### config.mk
export PLATFORM = sky130hd
export DESIGN_NAME = screen_write_ctrl
export DESIGN_NICKNAME = d
export VERILOG_FILES = /design/src/rtl/screen_pkg.sv /design/src/rtl/screen_write_ctrl_row_base.sv /design/src/rtl/screen_write_ctrl.sv
export SDC_FILE = /design/constraint.sdc
export NUM_CORES = 1
export LEC_CHECK = 0
export CAP_MARGIN = 40
export CORE_ASPECT_RATIO = 0.75
export CORE_MARGIN = 2
export CORE_UTILIZATION = 30
export DETAILED_ROUTE_END_ITERATION = 10
export GPL_ROUTABILITY_DRIVEN = 0
export SYNTH_ARGS = -nofsm -noshare
export SYNTH_HDL_FRONTEND = slang
export SYNTH_HIERARCHICAL = 1
export SYNTH_SLANG_ARGS = --single-unit
### constraint.sdc
create_clock -name clk -period 5.1 [get_ports clk]
set_clock_uncertainty 0.05 [all_clocks]
set_input_delay 1.53 -clock clk [delete_from_list [all_inputs] [get_ports clk]]
set_output_delay 1.53 -clock clk [all_outputs]
set_load 0.1 [all_outputs]
### src/rtl/screen_pkg.sv
// Shared definitions for the screen write path.
//   COLS / ROWS : geometry of the character memory ring
//   FILL_CHAR   : byte written by clear operations
//   op_e        : command opcodes from the terminal state machine
//   state_e     : write sequencer states
package screen_pkg;

  localparam int COLS = 80;
  localparam int ROWS = 24;
  localparam logic [7:0] FILL_CHAR = 8'h00;

  typedef enum logic [1:0] {
    OP_PUT     = 2'd0,
    OP_CLR_EOL = 2'd1,
    OP_CLR_EOS = 2'd2,
    OP_NOP     = 2'd3
  } op_e;

  typedef enum logic {
    ST_IDLE = 1'b0,
    ST_FILL = 1'b1
  } state_e;

endpackage

### src/rtl/screen_write_ctrl_row_base.sv
// Combinational row base address: base = row * 80, built as (row<<6) + (row<<4).
// Ports:
//   row  : 5-bit physical row (0..23)
//   base : 11-bit linear address of column 0 of that row (max 1840)
module row_base (
  input  logic [4:0]  row,
  output logic [10:0] base
);

  logic [10:0] row_w;

  assign row_w = {6'b0, row};
  assign base  = (row_w << 6) + (row_w << 4);

endmodule

### src/rtl/screen_write_ctrl.sv
// Write sequencer for the 80x24 character screen memory (port A, 2048x8).
// Expands PUT / CLR_EOL / CLR_EOS commands into one-cell-per-cycle writes and
// clears the whole screen after every reset.
//
// Handshake: a command transfers on any rising clk edge where cmd_valid and
// cmd_ready are both high; cmd_* and topline are sampled only on that edge.
// cmd_ready is high exactly while the sequencer is idle.
//
// Ports:
//   clk, reset         : clock, synchronous active-high reset
//   cmd_valid/ready    : command handshake
//   cmd_op/x/y/char    : opcode, start column, physical row, PUT character
//   topline            : physical top row, latched as the CLR_EOS stop row
//   mem_addr/wdata/we  : registered memory write port
//   busy               : high while any fill (including the reset clear) runs
//   done               : one-cycle pulse on the final write of a command
// The FSM state is held in state_q (state_e) for hierarchical observation.
module screen_write_ctrl #(
  parameter int         COLS = screen_pkg::COLS,
  parameter int         ROWS = screen_pkg::ROWS,
  parameter logic [7:0] FILL = screen_pkg::FILL_CHAR
) (
  input  logic        clk,
  input  logic        reset,
  input  logic        cmd_valid,
  output logic        cmd_ready,
  input  logic [1:0]  cmd_op,
  input  logic [6:0]  cmd_x,
  input  logic [4:0]  cmd_y,
  input  logic [7:0]  cmd_char,
  input  logic [4:0]  topline,
  output logic [10:0] mem_addr,
  output logic [7:0]  mem_wdata,
  output logic        mem_we,
  output logic        busy,
  output logic        done
);

  import screen_pkg::*;

  localparam logic [6:0] LAST_COL = 7'(COLS - 1);
  localparam logic [4:0] LAST_ROW = 5'(ROWS - 1);

  state_e      state_q;
  logic [6:0]  col_q;       // column of the cell currently on the write port
  logic [4:0]  row_q;       // row of the cell currently on the write port
  logic [4:0]  stop_row_q;
  logic        eos_q;
  logic        init_q;      // set for the reset clear, which never pulses done

  logic        accept;
  logic        in_range;
  op_e         op;
  logic [4:0]  next_row;
  logic [4:0]  cmd_next_row;
  logic [4:0]  base_row;
  logic [10:0] base;
  logic        first_is_last;
  logic        step_is_last;

  assign accept   = cmd_valid && cmd_ready;
  assign in_range = (cmd_x <= LAST_COL) && (cmd_y <= LAST_ROW);
  assign op       = op_e'(cmd_op);

  // mod-ROWS row increments for the running fill and for a newly accepted command
  assign next_row     = (row_q == LAST_ROW) ? 5'd0 : row_q + 5'd1;
  assign cmd_next_row = (cmd_y == LAST_ROW) ? 5'd0 : cmd_y + 5'd1;

  // One multiplier serves both paths: the command row while idle, the
  // following row while filling (row reload, including the 23 -> 0 wrap).
  assign base_row = (state_q == ST_IDLE) ? cmd_y : next_row;

  row_base u_row_base (
    .row  (base_row),
    .base (base)
  );

  // The first cell of a clear is also its last when it sits in the final
  // column and the clear does not continue onto another row.
  assign first_is_last = (cmd_x == LAST_COL) &&
                         !((op == OP_CLR_EOS) && (cmd_next_row != topline));

  // Stepping along a row: the new cell ends the command if it is the final
  // column and the fill will not move on to another row.
  assign step_is_last = ((col_q + 7'd1) == LAST_COL) &&
                        !(eos_q && (next_row != stop_row_q)) && !init_q;

  always_ff @(posedge clk) begin
    if (reset) begin
      state_q    <= ST_FILL;
      col_q      <= 7'd0;
      row_q      <= 5'd0;
      stop_row_q <= 5'd0;
      eos_q      <= 1'b1;
      init_q     <= 1'b1;
      mem_we     <= 1'b0;
      mem_addr   <= 11'd0;
      mem_wdata  <= 8'h00;
      done       <= 1'b0;
      busy       <= 1'b1;
      cmd_ready  <= 1'b0;
    end else begin
      case (state_q)
        ST_IDLE: begin
          mem_we <= 1'b0;
          done   <= 1'b0;
          if (accept) begin
            case (op)
              OP_PUT: begin
                done <= 1'b1;
                if (in_range) begin
                  mem_we    <= 1'b1;
                  mem_addr  <= base + {4'b0, cmd_x};
                  mem_wdata <= cmd_char;
                end
              end
              OP_CLR_EOL, OP_CLR_EOS: begin
                if (in_range) begin
                  state_q    <= ST_FILL;
                  col_q      <= cmd_x;
                  row_q      <= cmd_y;
                  eos_q      <= (op == OP_CLR_EOS);
                  stop_row_q <= topline;
                  init_q     <= 1'b0;
                  mem_we     <= 1'b1;
                  mem_addr   <= base + {4'b0, cmd_x};
                  mem_wdata  <= FILL;
                  done       <= first_is_last;
                  busy       <= 1'b1;
                  cmd_ready  <= 1'b0;
                end else begin
                  done <= 1'b1;
                end
              end
              default: ;
            endcase
          end
        end

        ST_FILL: begin
          if (!mem_we) begin
            // Only reached straight after reset: cell (0,0) at address 0 is
            // already loaded, so just start writing it.
            mem_we    <= 1'b1;
            mem_wdata <= FILL;
            done      <= 1'b0;
          end else if (col_q != LAST_COL) begin
            col_q    <= col_q + 7'd1;
            mem_addr <= mem_addr + 11'd1;
            done     <= step_is_last;
          end else if (eos_q && (next_row != stop_row_q)) begin
            row_q    <= next_row;
            col_q    <= 7'd0;
            mem_addr <= base;
            // column 0 is never the final column, so a fresh row never ends
            done     <= 1'b0;
          end else begin
            state_q   <= ST_IDLE;
            mem_we    <= 1'b0;
            done      <= 1'b0;
            busy      <= 1'b0;
            cmd_ready <= 1'b1;
            init_q    <= 1'b0;
          end
        end

        default: state_q <= ST_IDLE;
      endcase
    end
  end

endmodule

# Yosys cells after proc, flatten, opt, wreduce, memory -nomap -nowiden
# Index checks and enable logic that the tools add are counted.
op_classes:
  reduce_logical: 19
  bitwise: 1
  n_mux: 61
  n_eq_ne: 22
  magnitude_cmp: 2
  add_sub_neg: 6
op_table:
  columns: ["cell", "n"]
  rows:
  - ["$mux W11", 6]
  - ["$mux W5", 9]
  - ["$mux W7", 6]
  - ["$mux W8", 4]
  - ["$pmux W8 S2", 2]
  - ["$mux W1", 24]
  - ["$pmux W11 S2", 1]
  - ["$reduce_and A5 Y1", 3]
  - ["$eq A7 B7 Y1 const B", 2]
  - ["$ne A2 B2 Y1 const B", 7]
  - ["$pmux W1 S2", 7]
  - ["$pmux W7 S2", 1]
  - ["$reduce_and A6 Y1", 2]
  - ["$add A11 B1 Y11 const B", 1]
  - ["$add A11 B7 Y11", 1]
  - ["$add A11 B9 Y11", 1]
  - ["$add A5 B1 Y5 const B", 2]
  - ["$eq A5 B5 Y1 const B", 2]
  - ["$ne A5 B5 Y1", 2]
  - ["$pmux W5 S2", 1]
  - ["$add A7 B1 Y7 const B", 1]
  - ["$le A7 B7 Y1 const B", 1]
  - ["$logic_and A1 B1 Y1", 7]
  - ["$ne A7 B7 Y1 const B", 1]
  - ["other kinds (12)", 17]
totals:
  wordCells: 123
  regBits: 43
  input_bits: 30

# Longest topological paths before layout
# Gate-level depths: netlist of the first run.
depth:
  word_depth: 10
  ltp_mapped: 15

# By module
# Netlist of the first run, hierarchy kept.
by_module_without_submodules:
  columns: ["mod", "area_per_inst_um2", "instances", "seq_area_each_um2", "cells_each"]
  rows:
  - ["screen_write_ctrl", 3225.6, 1, 860.8, 405]
  - ["row_base", 186.4, 1, 0.0, 22]

# Worst setup path before layout of the first run
# Ideal clock, no wire load.
synth_timing:
  path_kind: "input port to flip-flop"
  startpoint: "input cmd_y[3]"
  endpoint: "register mem_addr[10]"
  arrival_ns: 3.424
  path_stages: 12
  setup_ns: 0.121
  t_required_ns: 4.929
  setup_slack_ns: 1.505
  path_cell_list: "nor2_1 a21oi_1 inv_1 fa_1 nor2b_4 o21ai_2 xnor2_1 nand2_1 nor3_1 a31oi_1 a41oi_1 mux2_4"
synth_via:
  elab_chain_len: 7
synth_rtl:
  columns: ["item", "line_no", "text"]
  rows:
  - ["from (decl)", "screen_write_ctrl.sv:29", "input logic [4:0] cmd_y,"]
  - ["$mux W5 *", "screen_write_ctrl.sv:71", "assign base_row = (state_q == ST_IDLE) ? cmd_y : next_row;"]
  - ["via base_row[3]", "screen_write_ctrl.sv:56", "logic [4:0] base_row;"]
  - ["$add A11 B9 Y11 *", "screen_write_ctrl_row_base.sv:13", "assign base = (row_w << 6) + (row_w << 4);"]
  - ["via base[10]", "screen_write_ctrl.sv:57", "logic [10:0] base;"]
  - ["$add A11 B7 Y11", "screen_write_ctrl.sv:113, screen_write_ctrl.sv:126", null]
  - ["$mux W11", "screen_write_ctrl.sv:111, screen_write_ctrl.sv:118", null]
  - ["$mux W11", null, null]
  - ["$mux W11", "screen_write_ctrl.sv:107", "if (accept) begin"]
  - ["$pmux W11 S2 *", "screen_write_ctrl.sv:103", "case (state_q)"]
  - ["to (signal assigned)", "screen_write_ctrl.sv:113", "mem_addr <= base + {4'b0, cmd_x};"]
  - ["to (signal assigned)", "screen_write_ctrl.sv:126", "mem_addr <= base + {4'b0, cmd_x};"]
  - ["to (signal assigned)", "screen_write_ctrl.sv:149", "mem_addr <= mem_addr + 11'd1;"]
  - ["to (decl)", "screen_write_ctrl.sv:32", "output logic [10:0] mem_addr,"]
# Mark *: on every way through the listed nets, which the timed path passes. The rest lies on a longest branch. The select of a mux whose other input is x is not followed.
# A chain may end at the register's enable or synchronous reset.

# Worst setup path after layout of the first run
layout_timing:
  startpoint: "input cmd_y[3]"
  endpoint: "register mem_addr[9]"
layout_via:
  elab_chain_len: 7
layout_rtl:
  columns: ["item", "line_no"]
  rows:
  - ["$mux W5", "screen_write_ctrl.sv:71"]
  - ["via base_row[3]", "screen_write_ctrl.sv:56"]
  - ["$add A11 B9 Y11", "screen_write_ctrl_row_base.sv:13"]
  - ["via base[8]", "screen_write_ctrl.sv:57"]
  - ["$add A11 B7 Y11", "screen_write_ctrl.sv:113, screen_write_ctrl.sv:126"]
  - ["$mux W11", "screen_write_ctrl.sv:111, screen_write_ctrl.sv:118"]
  - ["$mux W11", null]
  - ["$mux W11", "screen_write_ctrl.sv:107"]
  - ["$pmux W11 S2", "screen_write_ctrl.sv:103"]
# The timed path passes the listed nets, and every way through them passes these cells. The select of a mux whose other input is x is not followed.

==> results of run 1 <==
worst register-to-register path: stages, from the launching register on:
cell,delay [ns]
dfxtp_1,0.34
ha_1,0.26
a21oi_1,0.16
mux2i_1,0.13
a21oi_1,0.44
inv_1,0.12
fa_1,0.48
xnor2_1,0.31
o211a_1,0.25
nor3b_1,0.26
xor2_1,0.18
o211ai_1,0.10
mux2i_1,0.17
cell families after synthesis:
family,after synthesis
adder cells (fa/ha/maj),20
AO/OA/AOI/OAI,105
AND/OR/NAND/NOR,150
other,1
XOR/XNOR,28
flip-flops,43
multiplexers,35
buffers and inverters,45
registers in the layout (all words and copies together), names as in the netlist, 5 cells and up:
| name | count |
|---|---|
| col_q | 7 |
| mem_addr | 11 |
| mem_wdata | 8 |
| row_q | 5 |
| stop_row_q | 5 |
worst max-delay path by stage:
stage | from | slack [ns] | endpoint
finish | cmd_y[3] | 0.82 | mem_addr[9]$_SDFFE_PP0P_
global route | cmd_y[3] | 0.60 | mem_addr[10]$_SDFFE_PP0P_
CTS | cmd_y[3] | 0.86 | mem_addr[9]$_SDFFE_PP0P_
detailed placement | cmd_y[3] | 0.58 | mem_addr[9]$_SDFFE_PP0P_
global placement | cmd_y[3] | 0.75 | mem_addr[9]$_SDFFE_PP0P_
floorplan | cmd_y[3] | 1.50 | mem_addr[10]$_SDFFE_PP0P_
through the flow:
| step | instance area, µm² | worst slack [ns] | cells | util | total power [W] |
|---|---|---|---|---|---|
| finish | 4559 | 0.8189 | 632 | 0.4136 | 0.0008721 |
| global route | 4559 | 0.6037 | 632 | 0.4136 | 0.0009017 |
| CTS | 4559 | 0.8580 | 632 | 0.4136 | 0.0008757 |
| detailed placement | 4385 | 0.5760 | 624 | 0.3978 | 0.0004918 |
| global placement | 4008 | 0.7502 | 600 | 0.3635 | 0.0004825 |
| floorplan | 3423 | 1.505 | 430 | - | 0.0004387 |
metal layers:
metal	share of wire	GRT usage
met1	0.50	0.2200
met2	0.45	0.2590
met3	0.046	0.01834
met4	0.0097	0.04396
met5	0	0
synth_stat cells (3+ instances only):
cell type,instances
clkbuf_1,16
or3_1,4
nand2_1,64
o2bb2ai_1,3
ha_1,18
o21a_1,4
nor3_1,5
and2_1,8
xnor2_1,19
nand3_1,17
nand4_1,4
a211oi_1,4
o211ai_1,16
a21oi_1,20
buf_4,6
mux2_2,3
a211o_1,5
a21o_1,4
mux2i_1,30
dfxtp_1,43
inv_1,20
nor2_1,29
nor2b_1,6
o21ai_0,17
and3_1,3
xor2_1,9
cell type report:
class / instances / share of cell area
repair buffers: 79 / 0.2020
well taps: 140 / 0.03842
multi-input cells: 342 / 0.5162
flip-flops and latches: 43 / 0.1888
clock inverters: 2 / 0.007684
clock buffers: 6 / 0.03046
inverters: 20 / 0.01647
power by group through the flow:
| stage | Clock, W | Combinational (W) | Sequential [W] |
|---|---|---|---|
| after detailed placement | 0 | 0.000138 | 0.000353 |
| after CTS | 0.000391 | 0.000139 | 0.000346 |
| final | 0.000385 | 0.000141 | 0.000346 |
| after global routing | 0.000403 | 0.000152 | 0.000346 |
| after floorplan | 0 | 0.0000721 | 0.000367 |
| after global placement | 0 | 0.000129 | 0.000353 |
==> run_results.csv, run 1 <==
group,metric,value,unit
setup_path,worst-path-stages,11,
yosys,synth_xor_area_frac,0.07187,
sta,post-route-period-util,0.8394,
cts,cts_made_buffers,5,
final_layout,mostFrequentLayoutCell,"nand2_1",
setup_path,reg2reg_to,"mem_addr[9]$_SDFFE_PP0P_",
hold_path,hold_path_depth,1,
detailed_routing,vias_per_cell,5.142,
detailed_routing,drc_errors,0,
final_layout,multi_input_area,2354,µm²
yosys,synthMuxAreaShare,0.1056,
die,ios,53,
cts,post_cts_buffers,0,
yosys,synth_warnings,6,
cts,clockBufferDepth,2,
placement,dp_hpwl,7335,µm
die,row_count,33,
final_layout,final_cell_mix,"64 x nand2_1, 52 x clkdlybuf4s50_1, 43 x dfxtp_1",
pwr,power_frac_clock,0.441,
yosys,postSynthAreaPerCell,7.991,µm²
detailed_routing,drt_wl_total,9633,µm
setup_path,start_kind,"input port",
outcome,status,"finished clean",
detailed_routing,drt-initial-drc-count,253,
sta,hold_ws,0.4090,ns
setup_path,max_stage_delay,0.60,ns
sta,fin_crit,4.281,ns
sta,worst-slew-pin-transition,0.8136,ns
yosys,ys_types,67,
cts,cts_sinks,43,
final_layout,nets,541,
cts,clk_latency,0.29,ns
final_layout,regArea,860.8,µm²
cts,clock-root-buffer,"clkbuf_16",
global_routing,grt_start_max_net_pins,35,
global_routing,grtUsageTotal,0.1577,
setup_path,endpoint_kind,"flop",
global_routing,grt_remaining_overflow,0,
hold_path,hold_path.startpoint,"init_q$_SDFFE_PP1P_",
yosys,ys_top_cells_by_area,"dfxtp_1 25%, mux2i_1 8.8%, nand2_1 7.0%",
sta,finalHoldViolCount,0,
pwr,seq_power_share,0.396,
final_layout,layout-drive-gt1-share,0.09959,
yosys,synth_area,3412,µm²
setup_path,r2r-start,"row_q[0]$_SDFFE_PP0P_",
pwr,p_sw,0.0002248,W
setup_path,worstPathRequired,5.27,ns
detailed_routing,wl_per_cell,15.24,µm
yosys,synthSimpleGateAreaFrac,0.2065,
detailed_routing,drtAntennaViolNets,0,
yosys,synth_area_leader_cell,"dfxtp_1",
setup_path,worstPathCellList,"clkdlybuf4s50_1 -> nor2_1 -> a21oi_1 -> inv_1 -> fa_1 -> xnor2_1 -> o211a_1 -> nor3b_1 -> xor2_1 -> o211ai_1 -> mux2i_1",
sta,relSlewSlack,0.4570,
cts,clkSlewWorstSetupHoldPaths,0.06,ns
global_routing,grt_pass1_wl,15540,µm
final_layout,diodes,0,
setup_path,cp_slowest_cell,"clkdlybuf4s50_1",
cts,holdBufCountCts,0,
die,start_util,0.3095,
hold_path,hold_path.class,"flop to flop",
cts,h-tree-depth,2,
pwr,p_int,0.0006473,W
placement,port_buffers,52,
setup_path,crit_buf_inv,2,
die,core-area,11020,µm²
yosys,synth-compound-area-share,0.2237,
die,die_area,12250,µm²
yosys,synthAdderAreaFrac,0.07774,
sta,final-setup-viol-count,0,
yosys,async_reset_ff_frac,0,
pwr,power.leakage,1.743,nW
yosys,yosysTopAreaCellShare,0.2523,
detailed_routing,routed-via-count,3250,
sta,fin_setup_tns,0,ns
pwr,p_per_area,191.3,nW/µm²
setup_path,r2r_cells,12,
yosys,synthCells,427,
setup_path,crit_family,"compound AO/OA/AOI/OAI gates",
cts,cts_tree,"built",
yosys,synth-edff-count,0,
hold_path,hold_end,"init_q$_SDFFE_PP1P_",
cts,post_cts_resized,0,
yosys,seq_area_frac_synth,0.2523,
final_layout,fillCellCount,1091,
yosys,ys_ff_latch,43,
detailed_routing,drtPass1Iterations,4,
job,maxCapViolations,0,
sta,rsz0062_at_grt,"false",
global_routing,grt_pass1_vias,3141,
pwr,p_comb_frac,0.162,
sta,slew_violations,0,
setup_path,regToRegSetupSlack,1.80,ns
yosys,synth_top_family_by_area,"compound AO/OA/AOI/OAI gates",
pwr,power.share.switching,0.2578,
die,dieHeight,96.36,µm
die,die_w,127.1,µm
setup_path,path_class,"input port to flop",
final_layout,area_growth,33.63,%
pwr,worst_ir_drop_vdd,110.7,µV
yosys,ys.flop_type,"dfxtp_1",
setup_path,worstPathArrival,4.45,ns
setup_path,crit_fanout,7,
global_routing,antenna_found_initial,0,
sta,max_freq,233.6,MHz
Power figures use the tool's default switching activity.
==> inputs of run 2 (changes only) <==
- clock period: 5.1 -> 4.3 ns (I/O delays scaled with it)
==> run_results.csv, run 2 (synthesis results as in run 1) <==
group,metric,value,unit
die,dieHeight,96.36,µm
placement,dp_hpwl,7541,µm
sta,finalHoldViolCount,0,
final_layout,reg_top3,"mem_addr: 11 flops, mem_wdata: 8 flops, col_q: 7 flops",
sta,worst-slew-pin-transition,0.7216,ns
setup_path,worstPathArrival,4.08,ns
sta,slew_violations,0,
final_layout,diodes,0,
sta,relSlewSlack,0.5136,
final_layout,design_area,4571,µm²
final_layout,layout-drive-gt1-share,0.1104,
cts,holdBufCountCts,0,
setup_path,endpoint_kind,"flop",
final_layout,regMostFlops,"mem_addr",
placement,place_ws,0.04421,ns
setup_path,path_class,"input port to flop",
sta,layout_setup_ws,0.3233,ns
cts,clockBufferDepth,2,
detailed_routing,drtPass1Iterations,4,
pwr,p_comb_frac,0.178,
sta,max_freq,251.5,MHz
global_routing,grt_start_max_net_pins,38,
setup_path,crit_buf_inv,2,
detailed_routing,top_layer_used,"met4",
sta,fin_crit,3.977,ns
final_layout,largest_reg_flops,11,
detailed_routing,drc_errors,0,
placement,port_buffers,52,
die,ios,53,
detailed_routing,met1_length,4811,µm
cts,cts_sinks,43,
detailed_routing,drt_wl_total,9677,µm
cts,clock-root-buffer,"clkbuf_16",
final_layout,nets,547,
cts,cts_tree,"built",
outcome,status,"finished clean",
pwr,power_frac_clock,0.392,
die,die_area,12250,µm²
cts,post_cts_buffers,0,
detailed_routing,wl_per_cell,15.17,µm
die,start_util,0.3095,
final_layout,mostFrequentLayoutCell,"nand2_1",
sta,post-route-period-util,0.9248,
cts,cts_made_buffers,5,
placement,dp.cells,630,
pwr,p_int,0.0006929,W
job,maxCapViolations,0,
pwr,p_per_area,208.7,nW/µm²
setup_path,cp_slowest_cell,"clkdlybuf4s50_1",
die,row_count,33,
die,die_w,127.1,µm
pwr,power.leakage,1.759,nW
detailed_routing,vias_per_cell,5.132,
pwr,seq_power_share,0.430,
placement,place_area,4431,µm²
hold_path,hold_path.class,"flop to flop",
global_routing,grt_remaining_overflow,0,
cts,clk_latency,0.28,ns
setup_path,worstPathRequired,4.41,ns
sta,rsz0062_at_grt,"false",
final_layout,area_growth,33.96,%
sta,fin_setup_tns,0,ns
detailed_routing,drtAntennaViolNets,0,
global_routing,grtUsageTotal,0.1569,
setup_path,max_stage_delay,0.56,ns
global_routing,antenna_found_initial,0,
cts,h-tree-depth,2,
die,core-area,11020,µm²
cts,post_cts_resized,0,
detailed_routing,drt-initial-drc-count,189,
final_layout,layout.cells.non_filler,638,
detailed_routing,routed-via-count,3274,
setup_path,worstPathCellList,"clkdlybuf4s50_1 -> nor2_1 -> a21oi_1 -> ha_1 -> inv_1 -> fa_1 -> xnor2_1 -> o211a_1 -> nor3b_1 -> xor2_1 -> o211ai_1 -> mux2i_1",
setup_path,crit_fanout,5,
pwr,p_sw,0.0002611,W
sta,final-setup-viol-count,0,
global_routing,grt_pass1_vias,3085,
pwr,worst_ir_drop_vdd,214.0,µV
cts,clkSlewWorstSetupHoldPaths,0.06,ns
pwr,power.share.switching,0.2737,
detailed_routing,dr_wl_met3,389,µm
setup_path,start_kind,"input port",
pwr,total_power,0.0009540,W
detailed_routing,wl_met2,4405,µm
setup_path,crit_family,"compound AO/OA/AOI/OAI gates",
final_layout,final_cell_mix,"64 x nand2_1, 52 x clkdlybuf4s50_1, 43 x dfxtp_1",
global_routing,grt_pass1_wl,15440,µm
run 2: cell count changes in the layout (fill, tap and decap cells not counted), sizes merged:
cell / previous run / this run
bufinv: 1 / 0
buf: 27 / 33
clkbuf: 6 / 5
clkinv: 1 / 3
run 2: final cells by class:
cell class	count	area, µm²
inverters	20	75.07
flip-flops and latches	43	860.8
clock buffers	5	125.1
fillers	1069	6454
well taps	140	175.2
multi-input cells	342	2354
clock inverters	3	15.01
repair buffers	85	965.9
run 2: routing by layer:
metal,global-route usage,vias to the layer above
met4,0.03663,0
met2,0.2527,56
met3,0.02279,6
met5,0,-
met1,0.2222,1552
li1,-,1660
run 2: final timing paths:
kind	start	to	cells after the start	slack, ns
setup / recovery	cmd_y[2]	mem_addr[9]$_SDFFE_PP0P_	12	0.32
hold / removal	init_q$_SDFFE_PP1P_	init_q$_SDFFE_PP1P_	1	0.41
setup reg to reg	row_q[0]$_SDFFE_PP0P_	mem_addr[9]$_SDFFE_PP0P_	12	1.08
hold reg to reg	init_q$_SDFFE_PP1P_	init_q$_SDFFE_PP1P_	1	0.41
run 2: metrics by stage:
stage,utilization,hold slack [ns]
6_report,0.4146,0.4150
2_1_floorplan,-,0.3776
5_1_grt,0.4146,0.4358
3_3_place_gp,0.3676,0.3954
3_5_place_dp,0.4019,0.3991
4_1_cts,0.4146,0.4176
run 2: power by group through the flow:
stage               Combinational, W  Clock [W]  Sequential (W)
floorplan                  0.0000855          0        0.000435
global placement            0.000156          0        0.000419
detailed placement          0.000167          0        0.000419
CTS                         0.000167   0.000380        0.000410
global route                0.000184   0.000399        0.000410
finish                      0.000170   0.000374        0.000410
==> inputs of run 3 (changes only) <==
- CORE_MARGIN: 2 -> 5
- SETUP_SLACK_MARGIN: not set -> 0.15
- SYNTH_HIERARCHICAL: 1 -> not set
==> run_results.csv, run 3 <==
group,metric,value,unit
final_layout,reg_top3,"mem_addr: 11 flops, mem_wdata: 8 flops, col_q: 7 flops",
setup_path,start_kind,"input port",
sta,final-setup-viol-count,0,
setup_path,endpoint_kind,"flop",
final_layout,area_growth,38.74,%
placement,port_buffers,52,
detailed_routing,vias_per_cell,5.153,
setup_path,worstPathArrival,3.95,ns
global_routing,top_usage_layer,"met1",
sta,slew_violations,0,
yosys,ys.flop_type,"dfxtp_1",
die,dieHeight,96.52,µm
global_routing,grtUsageTotal,0.1439,
cts,h-tree-depth,2,
detailed_routing,wl_per_cell,14.76,µm
global_routing,grt_use_met1,0.2130,
yosys,postSynthAreaPerCell,7.984,µm²
sta,max_freq,262.1,MHz
detailed_routing,drt-initial-drc-count,243,
die,die_w,125.4,µm
global_routing,grt_start_max_net_pins,24,
yosys,synthTopCellsByCount,"44 x nand2_1, 43 x dfxtp_1, 42 x nor2_1",
yosys,synth_area_leader_cell,"dfxtp_1",
cts,post_cts_buffers,0,
sta,fin_crit,3.816,ns
detailed_routing,drtPass1Iterations,5,
setup_path,worstPathRequired,4.43,ns
cts,clkSlewWorstSetupHoldPaths,0.07,ns
final_layout,fin_util,0.4284,
yosys,ys_ff_latch,43,
cts,post_cts_resized,0,
detailed_routing,drt_wl_total,8592,µm
pwr,p_per_area,244.1,nW/µm²
final_layout,multi_input_area,1953,µm²
yosys,ys_types,61,
final_layout,regArea,860.8,µm²
sta,relSlewSlack,0.6184,
cts,cts_tree,"built",
cts,cts_made_buffers,5,
die,start_util,0.3088,
cts,clock-root-buffer,"clkbuf_16",
yosys,async_reset_ff_frac,0,
detailed_routing,drtAntennaViolNets,0,
yosys,synthCells,375,
final_layout,layout-drive-gt1-share,0.1200,
final_layout,fillCellCount,968,
job,maxCapViolations,0,
final_layout,regMostFlops,"mem_addr",
hold_path,hold_path.class,"flop to flop",
die,die_area,12100,µm²
cts,clk_latency,0.30,ns
final_layout,largest_reg_flops,11,
final_layout,design_area,4154,µm²
yosys,synth_warnings,0,
sta,fin_setup_tns,0,ns
global_routing,grt_pass1_wl,14040,µm
global_routing,grt_remaining_overflow,0,
placement,place_area,3981,µm²
placement,dp_hpwl,6625,µm
yosys,synth_nets,421,
yosys,yosysTopAreaCellShare,0.2875,
cts,clockBufferDepth,2,
die,row_count,31,
die,core-area,9697,µm²
setup_path,path_class,"input port to flop",
final_layout,mostFrequentLayoutCell,"clkdlybuf4s50_1",
sta,worst-slew-pin-transition,0.5686,ns
cts,holdBufCountCts,0,
global_routing,grt_pass1_vias,2817,
final_layout,nets,495,
yosys,seq_area_frac_synth,0.2875,
pwr,power.leakage,1.496,nW
final_layout,final_cell_mix,"52 x clkdlybuf4s50_1, 44 x nand2_1, 43 x dfxtp_1",
yosys,post-synth-top-count-cell,"nand2_1",
final_layout,diodes,0,
global_routing,gr-usage-met3,0.03407,
sta,post-route-period-util,0.8873,
sta,rsz0062_at_grt,"false",
sta,finalHoldViolCount,0,
setup_path,crit_fanout,4,
yosys,synth_area,2994,µm²
yosys,ys_top_cells_by_area,"dfxtp_1 29%, ha_1 5.9%, nand2_1 5.5%",
cts,cts_sinks,43,
outcome,status,"finished clean",
global_routing,grt_use_met2,0.2097,
detailed_routing,drc_errors,0,
yosys,synth-edff-count,0,
detailed_routing,routed-via-count,2999,
die,ios,53,
global_routing,antenna_found_initial,0,
pwr,worst_ir_drop_vdd,145.9,µV
## run 3: worst max-delay path, stage by stage
cell             delay [ns]
clkdlybuf4s50_1        0.46
nor2b_1                0.15
a31oi_1                0.41
inv_1                  0.20
ha_1                   0.33
a21o_1                 0.11
a21oi_1                0.08
or4_1                  0.50
and3_1                 0.20
nor3_1                 0.16
nor3_1                 0.06
## run 3: metrics by stage
stage | setup WS, ns | cells | hold slack, ns | power, W
2_1_floorplan | 0.7322 | 375 | 0.3773 | 0.0004973
3_3_place_gp | 0.2771 | 551 | 0.3866 | 0.0005535
3_5_place_dp | 0.1988 | 574 | 0.3962 | 0.0005681
4_1_cts | 0.5052 | 582 | 0.4104 | 0.001024
5_1_grt | 0.2969 | 582 | 0.4229 | 0.001058
6_report | 0.4845 | 582 | 0.4080 | 0.001014
## run 3: area by class of cell
type,count,area share
Multi-Input combinational cell,301,0.4702
Sequential cell,43,0.2072
Clock inverter,3,0.01145
Timing Repair Buffer,85,0.2295
Clock buffer,5,0.03012
Inverter,13,0.01175
Tap cell,132,0.03976
## run 3: final timing paths
path	cells after the start	slack [ns]	to	startpoint
worst max register to register	11	0.99	mem_addr[9]$_SDFFE_PP0P_	row_q[0]$_SDFFE_PP0P_
worst max-delay path	11	0.48	mem_addr[9]$_SDFFE_PP0P_	cmd_y[1]
worst min-delay path	2	0.41	mem_wdata[5]$_SDFFE_PP0P_	mem_wdata[5]$_SDFFE_PP0P_
worst min register to register	2	0.41	mem_wdata[5]$_SDFFE_PP0P_	mem_wdata[5]$_SDFFE_PP0P_
## run 3: metal layers
metal,wire (µm),up-vias
met4,95,0
met5,0,-
met1,4396,1381
met3,674,10
met2,3425,107
li1,-,1501
## run 3: cell families after synthesis
family / synth area share
flip-flops: 0.2875
adder cells (fa/ha/maj): 0.07188
multiplexers: 0.06184
buffers and inverters: 0.06017
AO/OA/AOI/OAI: 0.2253
AND/OR/NAND/NOR: 0.2349
XOR/XNOR: 0.05850
## run 3: report_power, final
| part | leakage, nW | total (W) | switching [W] | internal (W) |
|---|---|---|---|---|
| Sequential | 0.348 | 0.000411 | 0.00000739 | 0.000403 |
| Combinational | 1.06 | 0.000148 | 0.0000815 | 0.0000666 |
| Clock | 0.0844 | 0.000455 | 0.000178 | 0.000277 |
| Total | 1.50 | 0.00101 | 0.000267 | 0.000747 |
